[config.mk]
export PLATFORM = sky130hd
export DESIGN_NAME = csa_tree_pipe
export DESIGN_NICKNAME = d
export VERILOG_FILES = /design/src/rtl/csa_pkg.sv /design/src/rtl/csa_tree_pipe_row.sv /design/src/rtl/csa_tree_pipe.sv
export SDC_FILE = /design/constraint.sdc
export NUM_CORES = 1
export LEC_CHECK = 0
export ABC_AREA = 1
export CELL_PAD_IN_SITES_DETAIL_PLACEMENT = 0
export CELL_PAD_IN_SITES_GLOBAL_PLACEMENT = 2
export CORE_MARGIN = 2
export CORE_UTILIZATION = 26
export CTS_CLUSTER_DIAMETER = 80
export DETAILED_ROUTE_END_ITERATION = 16
export GPL_TIMING_DRIVEN = 0
export PLACE_DENSITY_LB_ADDON = 0.1
export SYNTH_ARGS = -nofsm -noshare
export SYNTH_HDL_FRONTEND = slang
export SYNTH_SLANG_ARGS = --single-unit
export TNS_END_PERCENT = 10
[constraint.sdc]
create_clock -name clk -period 1.6 [get_ports clk]
set_clock_uncertainty 0.15 [all_clocks]
set_input_delay 0.4 -clock clk [delete_from_list [all_inputs] [get_ports clk]]
set_output_delay 0.4 -clock clk [all_outputs]
set_load 0.01 [all_outputs]
[src/rtl/csa_pkg.sv]
// Shared elaboration-time helpers for the pipelined carry-save adder tree:
// widths, level counts and per-level row counts.
package csa_pkg;

    function automatic int clog2(input int n);
        int r;
        int v;
        r = 32'sd0;
        v = 32'sd1;
        while (v < n) begin
            v = v * 32'sd2;
            r = r + 32'sd1;
        end
        return r;
    endfunction

    // Each full group of three rows becomes two rows; leftovers pass through.
    function automatic int rows_after(input int n);
        return (32'sd2 * (n / 32'sd3)) + (n % 32'sd3);
    endfunction

    function automatic int csa_levels(input int n);
        int l;
        int r;
        l = 32'sd0;
        r = n;
        while (r > 32'sd2) begin
            r = rows_after(r);
            l = l + 32'sd1;
        end
        return l;
    endfunction

    function automatic int rows_at(input int n, input int lvl);
        int r;
        r = n;
        for (int i = 32'sd0; i < lvl; i++) begin
            r = rows_after(r);
        end
        return r;
    endfunction

    function automatic int out_width(input int n, input int w);
        return w + clog2(n);
    endfunction

    function automatic int res_width(input int n, input int w, input int acc_en, input int guard);
        return (acc_en != 32'sd0) ? (out_width(n, w) + guard) : out_width(n, w);
    endfunction

endpackage

[src/rtl/csa_tree_pipe_row.sv]
// One 3:2 compressor row: bitwise sum plus majority carry, already shifted
// left by one and truncated to the row width.
module csa_row
    import csa_pkg::*;
#(
    parameter int W = 8
) (
    input  logic [W-1:0] a,
    input  logic [W-1:0] b,
    input  logic [W-1:0] c,
    output logic [W-1:0] sum,
    output logic [W-1:0] carry
);

    assign sum   = a ^ b ^ c;
    assign carry = {(a[W-2:0] & b[W-2:0]) | (a[W-2:0] & c[W-2:0]) | (b[W-2:0] & c[W-2:0]), 1'b0};

endmodule

[src/rtl/csa_tree_pipe.sv]
// Pipelined N-operand carry-save adder tree with a registered final add,
// valid/ready handshaking and an optional per-packet accumulator.
module csa_tree_pipe
    import csa_pkg::*;
#(
    parameter  int N_OPS     = 4,
    parameter  int WIDTH     = 4,
    parameter  int SIGNED    = 1,
    parameter  int ACC_EN    = 0,
    parameter  int ACC_GUARD = 4,
    localparam int OUT_W     = out_width(N_OPS, WIDTH),
    localparam int RES_W     = res_width(N_OPS, WIDTH, ACC_EN, ACC_GUARD)
) (
    input  logic                   clk,
    input  logic                   reset,
    input  logic                   in_valid,
    output logic                   in_ready,
    input  logic [N_OPS*WIDTH-1:0] in_ops,
    input  logic                   in_last,
    output logic                   out_valid,
    input  logic                   out_ready,
    output logic [RES_W-1:0]       out_sum
);

    localparam int LEVELS = csa_levels(N_OPS);

    logic              stall_s;
    logic [OUT_W-1:0]  ext_s [N_OPS];
    logic [LEVELS-1:0] vld_r;
    logic [LEVELS-1:0] last_r;
    logic [OUT_W-1:0]  cpa_s;
    logic [RES_W-1:0]  cpa_ext_s;
    logic [RES_W-1:0]  total_s;
    logic [RES_W-1:0]  acc_r;
    logic              emit_s;

    // One global stall freezes every stage while the output waits.
    assign stall_s  = out_valid && !out_ready;
    assign in_ready = !stall_s;

    for (genvar k = 0; k < N_OPS; k++) begin : g_ext
        logic [WIDTH-1:0] op_s;
        assign op_s     = in_ops[k*WIDTH +: WIDTH];
        assign ext_s[k] = (SIGNED != 32'sd0) ? {{(OUT_W-WIDTH){op_s[WIDTH-1]}}, op_s}
                                             : {{(OUT_W-WIDTH){1'b0}}, op_s};
    end

    for (genvar l = 0; l < LEVELS; l++) begin : g_lvl
        localparam int N_IN  = rows_at(N_OPS, l);
        localparam int N_GRP = N_IN / 32'sd3;
        localparam int N_OUT = rows_after(N_IN);

        logic [OUT_W-1:0] in_s  [N_IN];
        logic [OUT_W-1:0] nxt_s [N_OUT];
        logic [OUT_W-1:0] row_r [N_OUT];

        for (genvar i = 0; i < N_IN; i++) begin : g_src
            if (l == 32'sd0) begin : g_op
                assign in_s[i] = ext_s[i];
            end else begin : g_prev
                assign in_s[i] = g_lvl[l-32'sd1].row_r[i];
            end
        end

        for (genvar g = 0; g < N_GRP; g++) begin : g_grp
            csa_row #(.W(OUT_W)) u_row (
                .a     (in_s[32'sd3*g]),
                .b     (in_s[32'sd3*g+32'sd1]),
                .c     (in_s[32'sd3*g+32'sd2]),
                .sum   (nxt_s[32'sd2*g]),
                .carry (nxt_s[32'sd2*g+32'sd1])
            );
        end

        for (genvar r = 0; r < N_IN - 32'sd3*N_GRP; r++) begin : g_pass
            assign nxt_s[32'sd2*N_GRP + r] = in_s[32'sd3*N_GRP + r];
        end

        // Level pipeline register; contents are don't-care while the stage is a bubble.
        always_ff @(posedge clk) begin
            if (reset) begin
                for (int i = 32'sd0; i < N_OUT; i++) begin
                    row_r[i] <= '0;
                end
            end else if (!stall_s) begin
                row_r <= nxt_s;
            end
        end
    end

    // Valid and packet-end flags travel alongside their beat.
    always_ff @(posedge clk) begin
        if (reset) begin
            vld_r  <= '0;
            last_r <= '0;
        end else if (!stall_s) begin
            for (int l = LEVELS - 32'sd1; l > 32'sd0; l--) begin
                vld_r[l]  <= vld_r[l-1];
                last_r[l] <= last_r[l-1];
            end
            vld_r[0]  <= in_valid;
            last_r[0] <= in_last;
        end
    end

    assign cpa_s = g_lvl[LEVELS-1].row_r[0] + g_lvl[LEVELS-1].row_r[1];

    if (RES_W > OUT_W) begin : g_guard
        assign cpa_ext_s = (SIGNED != 32'sd0) ? {{(RES_W-OUT_W){cpa_s[OUT_W-1]}}, cpa_s}
                                              : {{(RES_W-OUT_W){1'b0}}, cpa_s};
    end else begin : g_noguard
        assign cpa_ext_s = cpa_s;
    end

    // Without accumulation every beat is its own packet, so acc_r stays zero.
    assign emit_s  = (ACC_EN == 32'sd0) || last_r[LEVELS-1];
    assign total_s = acc_r + cpa_ext_s;

    // Final add, accumulation and output register.
    always_ff @(posedge clk) begin
        if (reset) begin
            out_valid <= 1'b0;
            out_sum   <= '0;
            acc_r     <= '0;
        end else if (!stall_s) begin
            if (vld_r[LEVELS-1] && emit_s) begin
                out_valid <= 1'b1;
                out_sum   <= total_s;
                acc_r     <= '0;
            end else if (vld_r[LEVELS-1]) begin
                out_valid <= 1'b0;
                acc_r     <= total_s;
            end else begin
                out_valid <= 1'b0;
            end
        end
    end

endmodule

==> results of run 1 <==
[routing by layer]
metal  GRT usage [%]  up-vias  share of wire [%]
li1                -      627                  -
met1           14.27      525                 49
met2           18.46       27                 45
met3           4.483        6                4.4
met4           4.211        0                1.7
met5               0        -                  0
[registers in the layout, summed over array words and instances (netlist names)]
signal	cells
g_lvl.row_r	22
out_sum	6
out_valid	1
vld_r	2
[worst max path at each step]
stage	startpoint	end	slack, ns	cells after the start
after floorplan	g_lvl[1].row_r[1]$_SDFFE_PP0N_	out_sum[5]$_SDFFE_PP0P_	0.06	11
after global placement	out_ready	in_ready	-0.86	5
after detailed placement	out_ready	in_ready	-0.85	5
after CTS	g_lvl[1].row_r[7]$_SDFFE_PP0N_	out_sum[5]$_SDFFE_PP0P_	-0.1	11
after global routing	g_lvl[1].row_r[7]$_SDFFE_PP0N_	out_sum[5]$_SDFFE_PP0P_	-0.09	11
final	out_valid$_SDFFE_PP0N_	in_ready	0.01	5
[through the flow]
stage	setup WS, ns	area (µm²)	TNS [ns]	total power [W]	std cells
3_3_place_gp	-0.8555	1805	-6.439	0.001188	274
3_5_place_dp	-0.8490	1805	-7.022	0.001197	274
5_1_grt	-0.09224	1962	-0.1345	0.001980	286
2_1_floorplan	0.06339	1445	0	0.001067	175
4_1_cts	-0.09568	1919	-0.09930	0.001882	284
6_report	0.009776	1962	0	0.001868	286
[cells in the final DEF, fill, tap and decap left out, types with 2 or more instances in the layout]
cell             Yosys  routed
clkbuf_8             0       7
buf_6                2       4
clkdlybuf4s50_1      0      18
a211oi_1             5       5
nor2_4               1       2
nand3_1              4       4
fa_1                 9       8
inv_1               14      10
dfxtp_1             31      28
buf_2                3       2
ha_1                 5       4
or2_2                2       2
clkbuf_1             3       4
nand2_2              0       2
inv_2                0       4
buf_4                0       4
a21oi_1             23      23
nor2_1              12      12
dlygate4sd2_1        0       8
dfxtp_2              0       3
nand2_1             58      56
[power by group]
part	switching, W	leakage, nW	internal, W	total (W)
sequential	0.0000420	0.257	0.000836	0.000878
clock	0.000292	0.0515	0.000392	0.000685
combinational	0.000151	0.539	0.000153	0.000305
[worst max-delay path: stages (launching register included)]
cell and delay (ns):
dfxtp_2 0.33, inv_2 0.04, nor2_4 0.11, inv_2 0.05, buf_6 0.11, buf_6 0.11
[what timing repair did]
action,4_1_cts,5_1_grt
hold buffers,0,0
resized for setup,18,10
buffers inserted,2,2
endpoints found under the setup margin,12,5
pin swaps,1,5
[logic make-up after synthesis]
kind of cell             Yosys count  share of synthesized area [%]
AND/OR/NAND/NOR                   80                          22.68
flip-flops                        31                          42.94
AO/OA/AOI/OAI                     28                          10.56
buffers and inverters             22                          7.012
adder cells (fa/ha/maj)           14                          16.80
[synth_stat cells, types with 2 or more instances]
| library cell | count | area, µm² |
|---|---|---|
| inv_1 | 14 | 52.55 |
| nand2_1 | 58 | 217.7 |
| nor2_1 | 12 | 45.04 |
| buf_6 | 2 | 22.52 |
| ha_1 | 5 | 62.56 |
| clkbuf_1 | 3 | 11.26 |
| a21oi_1 | 23 | 115.1 |
| or2_2 | 2 | 12.51 |
| a211oi_1 | 5 | 37.54 |
| nand3_1 | 4 | 20.02 |
| fa_1 | 9 | 180.2 |
| buf_2 | 3 | 15.01 |
| dfxtp_1 | 31 | 620.6 |
[area by class of cell]
cell class,count,area [µm²],share of cell area [%]
Multi-Input combinational cell,122,748.2,38.14
Sequential cell,31,624.3,31.82
Timing Repair Buffer,31,291.5,14.86
Clock buffer,8,100.1,5.102
Tap cell,72,90.09,4.592
Buffer,8,55.05,2.806
Inverter,14,52.55,2.679
==> impl_metrics.ini, run 1 <==
[sta]
hold_violations = 0
finalCritPeriodShare_pct = 99.39
relSlewSlack_pct = 64.44
max_slew.worst_pin.slew_ns = 0.5335
hold_slack_ns = 0.3136
fin_crit_ns = 1.590
finalSetupViolCount = 0
rsz0062_at_grt = yes
slew_violations = 0
max_freq_mhz = 628.8

[place]
place_congestion = 0.7198
dp_hpwl_um = 2312
io_buffers = 27

[logic_synthesis]
synth_ff_type = dfxtp_1
ys_types = 17
synth_edf_count = 0
syn_area_um2 = 1445
async_flop_share_pct = 0
ys_warn_count = 0
synthCells = 175
ys_seq_area_share_pct = 42.94
ys_ff_latch = 31
synth_fp_nets = 210
syn_avg_cell_area_um2 = 8.258

[cells_and_area]
nets = 248
n_fill_cell = 568
syn_to_final_growth_pct = 35.76
utilization_pct = 36.07
insertedDiodeCount = 0
drive_gt1_share_pct = 14.95

[drt]
first_iter_violations = 36
wire_per_inst_um = 11.22
finalWirelength_um = 3209
vias_per_cell = 4.143
drtAntennaViolNets = 0
drcViolationCount = 0
dr.pass1.iters = 4
vias = 1185

[power_and_ir_drop]
p_leak_nw = 0.8471
p_per_area_nw_per_um2 = 951.9
ir_drop_mv = 0.3439

[floorplanning]
initial_core_util_pct = 26.57
io_pins = 29
die_y_um = 78.56
core.rowCount = 27
die_w_um = 78.56
core-area_um2 = 5439
die_area_um2 = 6171

[setup_path]
arrival_ns = 1.04
critPathKind = flop to output pin
cp_max_fo = 3
endpoint_kind = output pin
reg2reg_slack_ns = 0.02
start_kind = flop
cp.required_ns = 1.05
reg2reg_to = out_sum[5]$_SDFFE_PP0P_
reg2reg_depth = 11
r2r_start = g_lvl[1].row_r[7]$_SDFFE_PP0N_

[worst_hold_path]
min_to = vld_r[0]$_SDFFE_PP0N_
hold_path_depth = 2
hold_path_class = flop to flop
min_from = vld_r[0]$_SDFFE_PP0N_

[clock_tree]
cts_sinks = 31
cts_root_buf = clkbuf_8
htreeDepth = 2
cts_tree = done
clock_path_buffers = 2
clk_pin_slew_ns = 0.06
numCtsBuffers = 5
clk_latency_ns = 0.29

[grt]
grt.total_usage_pct = 11.62
antenna_found_initial = 0
grt_max_degree = 11
grt_pass1_vias = 1175
grt_overflow = 0
grt_first_pass_wirelength_um = 5402

[flow_run]
maxCapViolations = 0

[status]
status = finished, final reports clean
No activity file was read; power rests on OpenSTA's default activity.
==> run 2: changes to the inputs <==
Settings changed: CORE_UTILIZATION 26 to 28, CTS_BUF_LIST from default to sky130_fd_sc_hd__clkbuf_4 sky130_fd_sc_hd__clkbuf_8.
==> run 2 against run 1 <==
Via count up 0.51%. Sequential share of layout area down 0.20 points. Total power down 0.30%. First-iteration DRC count down 8.3%. Critical endpoint is now out_sum[5]$_SDFFE_PP0P_.
==> impl_metrics.ini, run 2 (synthesized netlist as in run 1, its figures left out) <==
[status]
status = finished, final reports clean

[cells_and_area]
utilization_pct = 39.16
syn_to_final_growth_pct = 36.62
insertedDiodeCount = 0
layout_common_cells = nand2_1, dfxtp_1, a21oi_1
drive_gt1_share_pct = 16.67
largest_reg_flops = 22
design_area_um2 = 1974
top_register = g_lvl.row_r
nets = 250
layout_commonest_cell = nand2_1
largestRegisters = g_lvl.row_r (22), out_sum (6), vld_r (2)

[drt]
drtAntennaViolNets = 0
dr.pass1.iters = 4
finalWirelength_um = 3157
first_iter_violations = 33
vias = 1191
drcViolationCount = 0
vias_per_cell = 4.164
wire_per_inst_um = 11.04

[clock_tree]
clock_path_buffers = 2
htreeDepth = 2
clk_latency_ns = 0.27
cts_root_buf = clkbuf_8
cts_sinks = 31
clk_pin_slew_ns = 0.06
numCtsBuffers = 5
cts_tree = done
ctsHoldBuffers = 0

[setup_path]
cpMostUsedCell = nand2_1
crit_slowest_cell = fa_2
cp.required_ns = 1.63
start_kind = flop
endpoint_kind = flop
cp_max_fo = 2
cp_slowest_stage_delay_ns = 0.37
arrival_ns = 1.63
path_cells = ha_4 -> inv_2 -> fa_2 -> inv_2 -> nand2_2 -> nand2_2 -> nand2_1 -> nand2_1 -> nand3_1 -> nand2_1 -> inv_1
critPathKind = flop to flop

[place]
io_buffers = 27
dp_hpwl_um = 2221
place_congestion = 0.6952
dpl_cell_area_um2 = 1803

[sta]
slew_violations = 0
finalCritPeriodShare_pct = 99.95
max_freq_mhz = 625.3
relSlewSlack_pct = 62.79
max_slew.worst_pin.slew_ns = 0.5582
fin_crit_ns = 1.599
rsz0062_at_grt = yes
finalSetupViolCount = 0
hold_violations = 0

[power_and_ir_drop]
p_per_area_nw_per_um2 = 943.0
ir_drop_mv = 0.3122
p_leak_nw = 0.8623
power_w = 0.001862

[floorplanning]
core.rowCount = 26
die_area_um2 = 5752
core-area_um2 = 5042
io_pins = 29
die_y_um = 75.84
die_w_um = 75.84
initial_core_util_pct = 28.66

[grt]
grt_overflow = 0
grt_pass1_vias = 1112
antenna_found_initial = 0
grt_first_pass_wirelength_um = 5154
grt_max_degree = 11
grt.total_usage_pct = 12.45

[flow_run]
maxCapViolations = 0

[worst_hold_path]
hold_path_class = flop to flop
[run 2: layer usage]
layer | vias to the layer above | share of wire [%] | wire length, µm | global-route usage (%)
li1 | 628 | - | - | -
met1 | 539 | 47 | 1483 | 15.56
met2 | 22 | 48 | 1526 | 19.44
met3 | 2 | 4.0 | 125 | 4.365
met4 | 0 | 0.70 | 22 | 5.263
met5 | - | 0 | 0 | 0
[run 2: path summary, 6_finish.rpt]
check	startpoint	to	slack, ns	depth (start not counted)
worst max-delay path	g_lvl[1].row_r[7]$_SDFFE_PP0N_	out_sum[5]$_SDFFE_PP0P_	0.0008	11
worst min-delay path	out_sum[0]$_SDFFE_PP0P_	out_sum[0]$_SDFFE_PP0P_	0.31	2
worst max register to register	g_lvl[1].row_r[7]$_SDFFE_PP0N_	out_sum[5]$_SDFFE_PP0P_	0.0008	11
worst min register to register	out_sum[0]$_SDFFE_PP0P_	out_sum[0]$_SDFFE_PP0P_	0.31	2
[run 2: worst max-delay path: cells and delay by family (launching register included)]
| family | cells | cell delay, ns |
|---|---|---|
| adder cells (fa/ha/maj) | 2 | 0.51 |
| AND/OR/NAND/NOR | 6 | 0.36 |
| flip-flops | 1 | 0.36 |
| buffers and inverters | 3 | 0.13 |
[run 2: cell type report]
type,instances,area [µm²]
flip-flops and latches,31,624.3
multi-input cells,122,743.2
clock buffers,8,103.9
inverters,14,52.55
plain buffers,8,56.30
repair buffers,33,306.5
fillers,542,3068
well taps,70,87.58
[run 2: repair_timing]
action | 4_1_cts | 5_1_grt
setup buffers | 2 | 4
resized for setup | 18 | 11
pin swaps | 1 | 4
setup endpoints to repair | 9 | 5
[run 2: stage by stage]
step,hold slack (ns),TNS [ns],setup WS (ns),instances
after CTS,0.3128,-0.1070,-0.1067,282
after detailed placement,0.3054,-7.026,-0.8574,272
after global placement,0.3005,-6.309,-0.8484,272
after floorplan,0.2935,0,0.06339,175
final,0.3109,0,0.0008016,286
after global routing,0.3319,-0.1671,-0.09599,286
[run 2: where the power goes]
group | internal [W] | switching [W] | total, W | leakage, nW
Combinational | 0.000158 | 0.000149 | 0.000307 | 0.550
Clock | 0.000409 | 0.000268 | 0.000677 | 0.0549
Sequential | 0.000836 | 0.0000414 | 0.000878 | 0.257
Total | 0.00140 | 0.000459 | 0.00186 | 0.862
